==> src/rtl/rx_tx_frame_buffer.sv <==
// rtl/rx_tx_frame_buffer.sv - Rx-to-Tx frame FIFO with store-and-forward/cut-through release
//
// Purpose:
//   Buffers bytes received from the rx module (with partial-byte bit count) and offers
//   them to the tx module through the ready_to_send/req handshake. Frames with errors
//   or that overflow the FIFO are discarded; a new SOC restarts reception.
//
// Ports:
//   clk, rst_n          clock, asynchronous active-low reset
//   rx_soc, rx_eoc      1-cycle start/end-of-frame pulses from rx
//   rx_data[7:0]        received byte, LSB first
//   rx_data_bits[2:0]   valid bits in rx_data (0 = 8)
//   rx_data_valid       1-cycle pulse qualifying rx_data/rx_data_bits
//   rx_sequence_error   rx sequence error
//   rx_parity_error     rx parity error
//   tx_data[7:0]        registered copy of FIFO head byte
//   tx_data_bits[2:0]   registered copy of FIFO head bit count
//   tx_ready_to_send    head valid and released to tx
//   tx_req              1-cycle pulse, tx consumed the current byte
//   level[LW-1:0]       entries currently stored
//   overflow            1-cycle pulse, frame aborted on FIFO full
//   frame_dropped       1-cycle pulse, frame discarded (error or overflow)

module rx_tx_frame_buffer #(
    parameter int DEPTH       = 16,
    parameter int CUT_THROUGH = 0,
    parameter int LW          = $clog2(DEPTH + 1)
) (
    input  logic          clk,
    input  logic          rst_n,
    input  logic          rx_soc,
    input  logic          rx_eoc,
    input  logic [7:0]    rx_data,
    input  logic [2:0]    rx_data_bits,
    input  logic          rx_data_valid,
    input  logic          rx_sequence_error,
    input  logic          rx_parity_error,
    output logic [7:0]    tx_data,
    output logic [2:0]    tx_data_bits,
    output logic          tx_ready_to_send,
    input  logic          tx_req,
    output logic [LW-1:0] level,
    output logic          overflow,
    output logic          frame_dropped
);

    localparam int PW = (DEPTH > 1) ? $clog2(DEPTH) : 1;

    typedef enum logic [1:0] {
        ST_IDLE = 2'd0,
        ST_RX   = 2'd1,
        ST_TX   = 2'd2,
        ST_DROP = 2'd3
    } state_t;

    state_t          state_q, state_d;
    logic [PW-1:0]   wr_ptr_q, wr_ptr_d;
    logic [PW-1:0]   rd_ptr_q, rd_ptr_d;
    logic [LW-1:0]   count_q, count_d;
    logic [7:0]      tx_data_q, tx_data_d;
    logic [2:0]      tx_data_bits_q, tx_data_bits_d;
    logic            ready_q, ready_d;
    logic            overflow_q, overflow_d;
    logic            frame_dropped_q, frame_dropped_d;

    logic [10:0]     mem_q [DEPTH];

    logic            flush;
    logic            push;
    logic            pop;
    logic            release_ok;
    logic [10:0]     push_entry;
    logic [10:0]     head;

    // Pointers wrap modulo DEPTH so non-power-of-2 depths use every entry.
    function automatic logic [PW-1:0] ptr_inc(input logic [PW-1:0] p);
        return (p == PW'(DEPTH - 1)) ? '0 : p + 1'b1;
    endfunction

    assign push_entry = {rx_data_bits, rx_data};

    always_comb begin
        state_d         = state_q;
        wr_ptr_d        = wr_ptr_q;
        rd_ptr_d        = rd_ptr_q;
        count_d         = count_q;
        overflow_d      = 1'b0;
        frame_dropped_d = 1'b0;
        flush           = 1'b0;
        push            = 1'b0;
        // ready_q already guarantees a valid head, so a req here is always a real pop.
        pop             = tx_req && ready_q;

        case (state_q)
            ST_IDLE: begin
                if (rx_soc) begin
                    flush   = 1'b1;
                    state_d = ST_RX;
                end
            end
            ST_RX: begin
                if (rx_soc) begin
                    // Second SOC: restart the frame in place.
                    flush = 1'b1;
                end else if (rx_sequence_error || rx_parity_error) begin
                    flush           = 1'b1;
                    frame_dropped_d = 1'b1;
                    state_d         = ST_DROP;
                end else if (rx_data_valid && (count_q == LW'(DEPTH)) && !pop) begin
                    flush           = 1'b1;
                    overflow_d      = 1'b1;
                    frame_dropped_d = 1'b1;
                    state_d         = ST_DROP;
                end else begin
                    push = rx_data_valid;
                    if (rx_eoc) begin
                        // Level as it will be after this cycle's push/pop decides release.
                        state_d = ((count_q + LW'(rx_data_valid) - LW'(pop)) != '0)
                                  ? ST_TX : ST_IDLE;
                    end
                end
            end
            ST_TX: begin
                if (rx_soc) begin
                    flush   = 1'b1;
                    state_d = ST_RX;
                end else if (pop && (count_q == LW'(1))) begin
                    state_d = ST_IDLE;
                end
            end
            ST_DROP: begin
                if (rx_soc) begin
                    flush   = 1'b1;
                    state_d = ST_RX;
                end else if (rx_eoc) begin
                    state_d = ST_IDLE;
                end
            end
            default: begin
                flush   = 1'b1;
                state_d = ST_IDLE;
            end
        endcase

        if (flush) begin
            pop      = 1'b0;
            wr_ptr_d = '0;
            rd_ptr_d = '0;
            count_d  = '0;
        end else begin
            if (push) begin
                wr_ptr_d = ptr_inc(wr_ptr_q);
            end
            if (pop) begin
                rd_ptr_d = ptr_inc(rd_ptr_q);
            end
            count_d = count_q + LW'(push) - LW'(pop);
        end

        // Cut-through releases bytes while the frame is still open; store-and-forward
        // only once the frame has closed cleanly.
        release_ok = (state_d == ST_TX) || ((state_d == ST_RX) && (CUT_THROUGH != 0));
        ready_d    = release_ok && (count_d != '0);

        // When the byte being pushed becomes the head, memory does not hold it yet.
        if (push && ((count_q - LW'(pop)) == '0)) begin
            head = push_entry;
        end else begin
            head = mem_q[rd_ptr_d];
        end

        tx_data_d      = tx_data_q;
        tx_data_bits_d = tx_data_bits_q;
        if (ready_d) begin
            tx_data_d      = head[7:0];
            tx_data_bits_d = head[10:8];
        end
    end

    always_ff @(posedge clk or negedge rst_n) begin
        if (!rst_n) begin
            state_q         <= ST_IDLE;
            wr_ptr_q        <= '0;
            rd_ptr_q        <= '0;
            count_q         <= '0;
            tx_data_q       <= '0;
            tx_data_bits_q  <= '0;
            ready_q         <= 1'b0;
            overflow_q      <= 1'b0;
            frame_dropped_q <= 1'b0;
        end else begin
            state_q         <= state_d;
            wr_ptr_q        <= wr_ptr_d;
            rd_ptr_q        <= rd_ptr_d;
            count_q         <= count_d;
            tx_data_q       <= tx_data_d;
            tx_data_bits_q  <= tx_data_bits_d;
            ready_q         <= ready_d;
            overflow_q      <= overflow_d;
            frame_dropped_q <= frame_dropped_d;
        end
    end

    // Storage array carries no reset; entries are only read once written.
    always_ff @(posedge clk) begin
        if (push) begin
            mem_q[wr_ptr_q] <= push_entry;
        end
    end

    assign tx_data          = tx_data_q;
    assign tx_data_bits     = tx_data_bits_q;
    assign tx_ready_to_send = ready_q;
    assign level            = count_q;
    assign overflow         = overflow_q;
    assign frame_dropped    = frame_dropped_q;

endmodule

==> config.mk <==
export PLATFORM = sky130hd
export DESIGN_NAME = rx_tx_frame_buffer
export DESIGN_NICKNAME = d
export VERILOG_FILES = /design/src/rtl/rx_tx_frame_buffer.sv
export SDC_FILE = /design/constraint.sdc
export NUM_CORES = 1
export LEC_CHECK = 0
export CELL_PAD_IN_SITES_DETAIL_PLACEMENT = 2
export CELL_PAD_IN_SITES_GLOBAL_PLACEMENT = 2
export CORE_MARGIN = 5
export CORE_UTILIZATION = 36
export CTS_CLUSTER_SIZE = 10
export DETAILED_ROUTE_END_ITERATION = 12
export PLACE_DENSITY = 0.73
export RECOVER_POWER = 100
export SETUP_SLACK_MARGIN = 0.1
export SYNTH_ARGS = -nofsm -noshare
export SYNTH_HDL_FRONTEND = slang
export SYNTH_SLANG_ARGS = --single-unit
==> constraint.sdc <==
create_clock -name clk -period 3.4 [get_ports clk]
set_input_delay 0.34 -clock clk [delete_from_list [all_inputs] [get_ports clk]]
set_output_delay 0.34 -clock clk [all_outputs]
set_load 0.005 [all_outputs]
# ---- After elaboration in Yosys (flattened, before gate mapping)
# Memory sizes are Yosys's and may differ from the RTL's.
# Index checks and enable logic that the tools add are counted.
dict set report word_totals {
  ff_bits 29
  wordCells 75
  ramBits 176
  mem_count 1
}
# memory words word_bits read_ports rd_ports_with_merged_regs wr line_no
set mem_list {}
lappend mem_list {mem_q 16 11 1 0 1 66} ;# logic [10:0] mem_q [DEPTH];
dict set report op_classes {
  add_sub_neg 7
  mux 36
  eq_ne 8
  reduce_logical 14
}
# op count
set ops {}
lappend ops {{$mux 4} 6}
lappend ops {{$mux 2} 10}
lappend ops {{$mux 1} 16}
lappend ops {{$sub 5x1->5} 3}
lappend ops {{$mux 11} 1}
lappend ops {{$add 5x1->5} 2}
lappend ops {{$reduce_bool 5->1} 2}
lappend ops {{$add 4x1->4 const B} 2}
lappend ops {{$eq 4x4->1 const B} 2}
lappend ops {{$pmux 2 s4} 1}
lappend ops {{$eq 2x2->1 const B} 3}
lappend ops {{$logic_and 1x1->1} 6}
lappend ops {{$eq 5x1->1 const B} 1}
lappend ops {{$eq 5x5->1 const B} 1}
lappend ops {{$logic_not 5->1} 1}
lappend ops {{$mux 5} 1}
lappend ops {{$reduce_or 3->1} 1}
lappend ops {{$eq 2x1->1 const B} 1}
lappend ops {{$logic_not 2->1} 1}
lappend ops {{$pmux 1 s2} 1}
lappend ops {{$reduce_bool 2->1} 1}
lappend ops {{$logic_not 1->1} 1}
lappend ops {{$logic_or 1x1->1} 1}

# ---- Depth between registers and ports, before layout
# Gate-level depths: netlist of run 1.
dict set report logic_depth {
  word_depth 12
  mapped_depth 18
  depth_no_buf 16
}

# ---- Least setup slack after synthesis of run 1
# No wires, ideal clock.
dict set report synth_timing {
  path_kind {register to register}
  start {reg count_q[3] (netlist: level[3])}
  end {reg tx_data_q[0] (netlist: tx_data[0])}
  t_required_ps 3259
  setup_ps 141
  path_stages_with_launch 19
  path_slack_ps -302
  arrival_ps 3561
  path_cell_list {dfrtp_1 -> inv_1 -> ha_1 -> nand2b_1 -> o31a_4 -> and3_1 -> buf_6 -> inv_4 -> ha_1 -> inv_1 -> ha_1 -> fa_1 -> a21oi_1 -> o21bai_1 -> xor2_1 -> a311oi_4 -> buf_4 -> mux2i_1 -> a31oi_1}
}
dict set report synth_via {
  elab_chain_len 12
}
# element line_no
set synth_lines {}
lappend synth_lines {{from (decl)} 59} ;# logic [LW-1:0] count_q, count_d;
lappend synth_lines {{from (signal assigned)} 195} ;# count_q <= count_d;
lappend synth_lines {{$eq 5x5->1} 109} ;# end else if (rx_data_valid && (count_q == LW'(DEPTH)) && !pop) begin
lappend synth_lines {{$logic_and 1x1->1 (2 in a row)} 109}
lappend synth_lines {{$mux 1} 109}
lappend synth_lines {{$mux 1} 105} ;# end else if (rx_sequence_error || rx_parity_error) begin
lappend synth_lines {{$mux 1} 102} ;# if (rx_soc) begin
lappend synth_lines {{$mux 1 or $pmux 1 s2 (tied branches)} 94} ;# case (state_q)
lappend synth_lines {{$add 5x1->5 or $mux 1 (tied branches)} {157, 145}}
lappend synth_lines {{$sub 5x1->5, on equally long branches} {157, 166}}
lappend synth_lines {{$mux 5 or $logic_not 5->1 (tied branches)} {145, 166}}
lappend synth_lines {{$reduce_bool 5->1 or $logic_and 1x1->1 (tied branches)} {163, 166}}
lappend synth_lines {{$logic_and 1x1->1 or $mux 11 (tied branches)} {163, 166}}
lappend synth_lines {{to (signal assigned)} 196} ;# tx_data_q <= tx_data_d;
lappend synth_lines {{to (decl)} 60} ;# logic [7:0] tx_data_q, tx_data_d;
# Several ways; a longest one is shown, not always the timed one.
# A chain may end at the register's enable or synchronous reset.

# ---- Final worst setup path of run 1
dict set report layout_timing {
  start {reg count_q[3] (netlist: level[3])}
  end {reg tx_data_q[5] (netlist: tx_data[5])}
}
# The elaborated chain is that of the path after synthesis.

==> summary.txt, run 1 <==
Status
  – Status: complete, but fails checks
  – Violated checks: max-capacitance violations, max-slew violations, negative setup slack

GRT
  – Total congestion overflow: 0
  – GR Util met2: 33.19%
  – Met1 global-route usage: 23.37%
  – Largest net degree at the start of global routing: 48
  – Vias in the first global route: 6519
  – First-pass GRT wire length: 40.33 mm
  – GR peak layer: met2
  – Initial antenna violation count: 2
  – GR Util met3: 3.048%
  – Gr usage total: 18.60%

Drt
  – Iteration-0 DRC count of the detailed router: 375
  – ANT nets after route: 0
  – Drt first pass iters: 5
  – Vias per cell: 5.397
  – Via count: 5705
  – Final WL: 26.51 mm
  – WL/cell: 25.08 um
  – Remaining DRCs: 0

Clock network
  – CTS max path bufs: 3
  – Root buf cell: clkbuf_16
  – Htree depth: 1
  – CTS tree: done
  – CTS sink count: 205
  – Clock network latency to the later pin of the worst-skew pair: 0.52 ns
  – CTS Buf Count: 25
  – Worst-path clk slew: 0.06 ns
  – Cts hold-fix bufs: 0

Setup path
  – Worst R2R Start: level[3]
  – Nature of the critical path endpoint: register
  – Critical Path Fanout Max: 7
  – CP required: 3.79 ns
  – Reg2Reg Setup Slack: -0.06 ns
  – Critical Path Source: level[3]
  – Crit path DAT: 3.85 ns
  – WS Path Type: reg2reg
  – Crit path launch type: register

Timing
  – Final Critical Period: 3.464 ns
  – Total negative slack: -0.3522 ns
  – Worst hold slack: 0.5117 ns
  – Worst Slack Setup Final: -0.06444 ns
  – Final Hold Viols: 0
  – Final slew viol count: 30
  – Worst Tran Pin Value: 1.678 ns
  – Final worst-path cycle share: 101.9%
  – Clock Skew: 0.02128 ns
  – Highest clock rate: 288.6 MHz
  – RSZ-0062 raised after global routing: yes
  – Max transition margin: -11.87%
  – Final setup vio count: 10

Flow run
  – MaxCap Viol Count: 1

Yosys
  – Yosys cell types: 58
  – FFs w/ async S/R, synth: 14.15%
  – Syn Nets: 674
  – Syn Std Cell Area: 0.009009 sq mm
  – Yosys warns: 0
  – Number of synthesized flops with an enable pin: 176
  – Cell count after synthesis: 636
  – Seq/Total Area, Yosys: 66.72%
  – Dominant register cell in the synthesized netlist: edfxtp_1
  – Average cell area after synthesis: 14.16 sq um
  – FF+latch count, synth: 205

Place
  – Placed wire-length estimate: 17.86 mm
  – Routability cong.: 0.8290
  – Placed instance area: 0.01004 sq mm
  – PortBufs: 37

Pwr
  – Gate power share: 20.3%
  – Sw Ratio: 26.65%
  – Pwr dens: 601.6 mW/mm^2
  – Power share of the sequential group: 44.6%
  – Worst VDD drop: 0.4819 mV
  – Sw Pwr: 1.750 mW
  – P_leak: 3.651 nW
  – Internal power: 4.817 mW
  – Clock power share: 35.1%
  – Tot Pwr: 6.567 mW

Die
  – FP Rows: 57
  – Core area: 0.02446 sq mm
  – Die width: 168.2 um
  – Initial Utilization: 36.83%
  – Die footprint: 0.02829 sq mm
  – Die height: 168.2 um
  – Top-level port count: 38

Final layout
  – Share of layout cells above drive strength 1: 17.74%
  – N_diodes: 0
  – Nets: 758
  – Finished Cell Area: 0.01092 sq mm
  – P&R area growth vs syn: 21.17%

Worst hold path
  – Hold crit path type: in2reg
  – Hold Startpoint: rx_sequence_error
==> power by group through the flow <==
stage                     combinational (mW)  sequential (mW)  clock (mW)
final                                   1.33             2.93        2.31
after global routing                    1.43             2.94        2.48
after CTS                               1.30             2.93        2.35
after detailed placement                1.19             2.97           0
after global placement                  1.13             2.97           0
after floorplan                        0.624             2.94           0
==> cell type report <==
cell class	instances	area [sq um]
Fill cell	2357	13550
Sequential cell	205	6012
Multi-Input combinational cell	381	2902
Timing Repair Buffer	88	819.5
Clock buffer	34	659.4
Tap cell	324	405.4
Inverter	19	87.58
Clock inverter	6	30.03
==> cells in the mapped netlist, types with 12 or more instances <==
cell,number,area [sq um]
edfxtp_1,176,5285
a31oi_1,23,143.9
mux2i_1,46,460.4
and2_1,25,156.4
inv_1,17,63.81
dfrtp_1,29,725.7
a21oi_1,22,110.1
a211o_1,12,105.1
nand2b_1,13,81.33
a211oi_1,24,180.2
o21ai_0,15,75.07
nand2_1,52,195.2
clkbuf_1,17,63.81
ha_1,17,212.7
nor2_1,26,97.59
mux2_2,22,247.7
==> final timing paths <==
| check | end | depth (start not counted) |
|---|---|---|
| min in group asynchronous | tx_data[5] | 2 |
| min | overflow | 4 |
| min reg2reg | tx_data[3] | 2 |
| max reg2reg | tx_data[5] | 18 |
| max | tx_data[5] | 18 |
| max in group asynchronous | level[3] | 2 |
==> critical path, cell delays in order, from the launching register on <==
cell and delay, ns:
dfrtp_2 0.42, inv_4 0.07, ha_4 0.14, nand2b_4 0.07
o31a_4 0.29, and3_4 0.18, inv_8 0.05, ha_4 0.12
inv_2 0.04, ha_4 0.15, fa_2 0.38, a21oi_2 0.14
o21bai_1 0.10, xor2_1 0.19, a311oi_4 0.40, buf_4 0.21
buf_16 0.12, mux2i_1 0.20, a31oi_1 0.06
==> routing by layer <==
metal  routed length, um  part of all wire, %
met1               11010                   42
met2               13680                   52
met3                 943                  3.6
met4                 867                  3.3
met5                   7                0.026
==> state kept, by name, indices dropped and copies added, names as in the netlist <==
name and count:
frame_dropped 1, state_q 2, level 5, mem_q 176, wr_ptr_q 4, tx_ready_to_send 1
rd_ptr_q 4, overflow 1, tx_data_bits 3, tx_data 8
==> cell families after synthesis <==
group           share of synthesized area (%)
flops                                   66.72
simple gates                            8.431
compound gates                          10.67
mux                                     7.861
buf+inv                                 2.569
fa+ha+maj                               2.806
xor+xnor                               0.9444
==> cell usage in the layout (no fill, tap or decap), types with 21 or more instances in the layout <==
master	synthesis	routed
a211oi_1	24	24
a21oi_1	22	21
a31oi_1	23	21
and2_1	25	25
buf_4	4	43
clkbuf_16	0	25
clkdlybuf4s50_1	0	25
dfrtp_1	29	28
edfxtp_1	176	176
mux2_2	22	21
mux2i_1	46	44
nand2_1	52	52
nor2_1	26	25
==> through the flow <==
stage	setup slack, ns	util (%)	std cells
floorplan	-0.03901	-	636
global placement	-0.2539	41.03	1004
detailed placement	-0.3976	41.03	1004
CTS	0.03643	44.43	1054
global route	-0.1951	44.62	1057
finish	-0.06444	44.62	1057
==> repair_timing <==
action / in CTS / in global routing
setup endpoints to repair: 11 / 11
pin swaps: 4 / 0
cloned: 1 / 0
buffers inserted: 9 / 3
resized for setup: 8 / 6
(Power assumes the default switching activity.)
==> inputs of run 2 (changes only) <==
HOLD_SLACK_MARGIN = 0.15   (was not set)
PLACE_DENSITY = 0.68   (was 0.73)
==> run 2 against run 1 <==
- the flow now finishes without violations
- core utilization grew 0.62 points
- sequential share of layout area shrank 0.76 points
- fmax grew 3.1%
- combinational power shrank 4%
- clock skew shrank 0.0054 ns
- via count grew 0.44%
- critical endpoint is now tx_data[7]
==> summary.txt, run 2 (synthesis gave the netlist of run 1 again) <==
Die
  – Initial Utilization: 36.83% (unchanged)
  – Top-level port count: 38 (unchanged)
  – Die width: 168.2 um (unchanged)
  – Die height: 168.2 um (unchanged)
  – Core area: 0.02446 sq mm (unchanged)
  – FP Rows: 57 (unchanged)
  – Die footprint: 0.02829 sq mm (unchanged)

Place
  – PortBufs: 37 (unchanged)
  – Placed wire-length estimate: 17.73 mm (-0.74%)
  – Routability cong.: 0.7967 (-3.9%)

Drt
  – Drt first pass iters: 4 (-1)
  – Final WL: 26.71 mm (+0.75%)
  – Remaining DRCs: 0 (unchanged)
  – Iteration-0 DRC count of the detailed router: 365 (-2.7%)
  – Vias per cell: 5.320 (-1.4%)
  – ANT nets after route: 0 (unchanged)
  – Via count: 5730 (+0.44%)
  – WL/cell: 24.80 um (-1.1%)

Timing
  – Total negative slack: 0 ns (+0.3522 ns)
  – Highest clock rate: 297.6 MHz (+3.1%)
  – Final Hold Viols: 0 (unchanged)
  – RSZ-0062 raised after global routing: yes
  – Final worst-path cycle share: 98.84% (-3.1 points)
  – Worst hold slack: 0.4272 ns (-0.08445 ns)
  – Worst Tran Pin Value: 1.155 ns (-0.5231 ns)
  – Final slew viol count: 0 (-100%)
  – Final setup vio count: 0 (-10)
  – Clock Skew: 0.01592 ns (-0.005364 ns)
  – Final Critical Period: 3.361 ns (-0.1039 ns)
  – Max transition margin: 22.76% (+35 points)

Setup path
  – Crit-path max cell delay: 0.41 ns (about the same)
  – Nature of the critical path endpoint: register
  – Crit path DAT: 3.75 ns (-0.10 ns)
  – CP required: 3.79 ns (about the same)
  – Critical Path Fanout Max: 7 (unchanged)
  – WS Path Type: reg2reg
  – Critical-path cell list: inv_2, ha_4, nand2b_4, o31a_4, and3_4, inv_8, ha_4, inv_2, ha_4, fa_2, a21oi_2, o21bai_1, xor2_1, a311oi_4, buf_6, buf_16, mux2i_1, a31oi_1
  – CP most frequent cell: ha_4
  – CP max-delay cell: dfrtp_2
  – Crit path launch type: register

Pwr
  – Tot Pwr: 6.754 mW (+2.8%)
  – Sw Ratio: 25.69% (-0.95 points)
  – Worst VDD drop: 0.4388 mV (-8.9%)
  – Clock power share: 37.9% (+2.8 points)
  – Power share of the sequential group: 43.2% (-1.4 points)
  – Pwr dens: 610.2 mW/mm^2 (+1.4%)
  – Sw Pwr: 1.735 mW (-0.83%)
  – Internal power: 5.018 mW (+4.2%)
  – P_leak: 3.765 nW (+3.1%)
  – Gate power share: 18.9% (-1.4 points)

Final layout
  – Nets: 772 (+1.8%)
  – N_diodes: 0 (unchanged)
  – Commonest non-fill, non-tap cell in the layout: edfxtp_1
  – Max reg flops: 176 (unchanged)
  – Multi-input gate area: 0.002861 sq mm (-1.4%)
  – FF+latch area: 0.006012 sq mm (unchanged)
  – Share of layout cells above drive strength 1: 18.99% (+1.3 points)
  – P&R area growth vs syn: 22.86%
  – Biggest register: mem_q
  – Fill cells: 2358 (+0.042%)
  – Commonest cells after routing, fill and taps aside: 176 x edfxtp_1, 57 x buf_4, 52 x nand2_1

Clock network
  – CTS max path bufs: 3 (unchanged)
  – Clock network latency to the later pin of the worst-skew pair: 0.53 ns (about the same)
  – CTS Buf Count: 25 (unchanged)
  – Worst-path clk slew: 0.06 ns (about the same)
  – CTS sink count: 205 (unchanged)
  – Htree depth: 1 (unchanged)
  – Root buf cell: clkbuf_16
  – CTS tree: done

GRT
  – Gr usage total: 18.78% (+0.18 points)
  – Total congestion overflow: 0 (unchanged)
  – Initial antenna violation count: 0 (-2)
  – First-pass GRT wire length: 40.61 mm (+0.70%)
  – Vias in the first global route: 6474 (-0.69%)
  – Largest net degree at the start of global routing: 50 (+4.2%)

Status
  – Status: complete, no violations

Worst hold path
  – Hold crit path type: in2async

Flow run
  – MaxCap Viol Count: 0 (-1)
==> run 2: cell types whose count changed in the layout (fill, tap and decap cells not counted), sizes merged, moves of 2 or more <==
cell           delta
clkbuf            +9
clkdlybuf4s50     +2
buf              +14
bufinv            +2
dlygate4sd3       -2
clkinv            -5
==> run 2: routing by layer <==
layer  GRT usage, %  vias up  part of all wire (%)
met1          24.17     2988                    44
met3          2.579       45                   2.9
li1               -     2612                     -
met5              0        -                     0
met2          33.51       85                    51
met4          4.764        0                   2.4
==> run 2: what timing repair did <==
action,in CTS,in global routing
endpoints found under the setup margin,11,11
setup buffers,9,4
cloned,1,0
pin swaps,5,1
hold buffers,0,0
resized for setup,7,3
==> run 2: critical path, delay by kind of cell, from the launching register on <==
family,cells,cell delay (ns)
AND/OR/NAND/NOR,2,0.24
flip-flops,1,0.41
multiplexers,1,0.18
buffers and inverters,5,0.46
XOR/XNOR,1,0.18
adder cells (fa/ha/maj),4,0.77
AO/OA/AOI/OAI,5,0.95
==> run 2: final timing paths <==
path,start,end,slack [ns],cells past startpoint
worst max-delay path,level[3],tx_data[7],0.04,18
worst min-delay path,rst_n,wr_ptr_q[3],0.43,1
worst max register to register,level[3],tx_data[7],0.04,18
worst min register to register,tx_data[6],tx_data[6],0.60,2
max in group asynchronous,rst_n,level[3],2.20,1
min in group clk,rx_soc,overflow,0.53,4
==> run 2: layout make-up <==
type,count,area share [%]
repair buffers,102,8.354
well taps,324,3.663
clock buffers,43,6.353
multi-input cells,381,25.85
clock inverters,3,0.7235
flip-flops and latches,205,54.32
inverters,19,0.7348
==> run 2: power by group through the flow <==
stage / logic, mW / registers [mW] / clock network (mW)
floorplan: 0.624 / 2.94 / 0
global placement: 1.13 / 2.96 / 0
detailed placement: 1.18 / 2.97 / 0
CTS: 1.28 / 2.92 / 2.63
global route: 1.38 / 2.92 / 2.73
finish: 1.28 / 2.92 / 2.56
==> run 2: through the flow <==
stage / cell area, sq um / util (%) / worst slack, ns / instances
after floorplan: 9085 / - / -0.03901 / 636
after global placement: 10130 / 41.43 / -0.1734 / 1017
after detailed placement: 10130 / 41.43 / -0.2951 / 1017
after CTS: 11040 / 45.13 / 0.06997 / 1073
after global routing: 11070 / 45.25 / -0.09684 / 1077
final: 11070 / 45.25 / 0.03946 / 1077
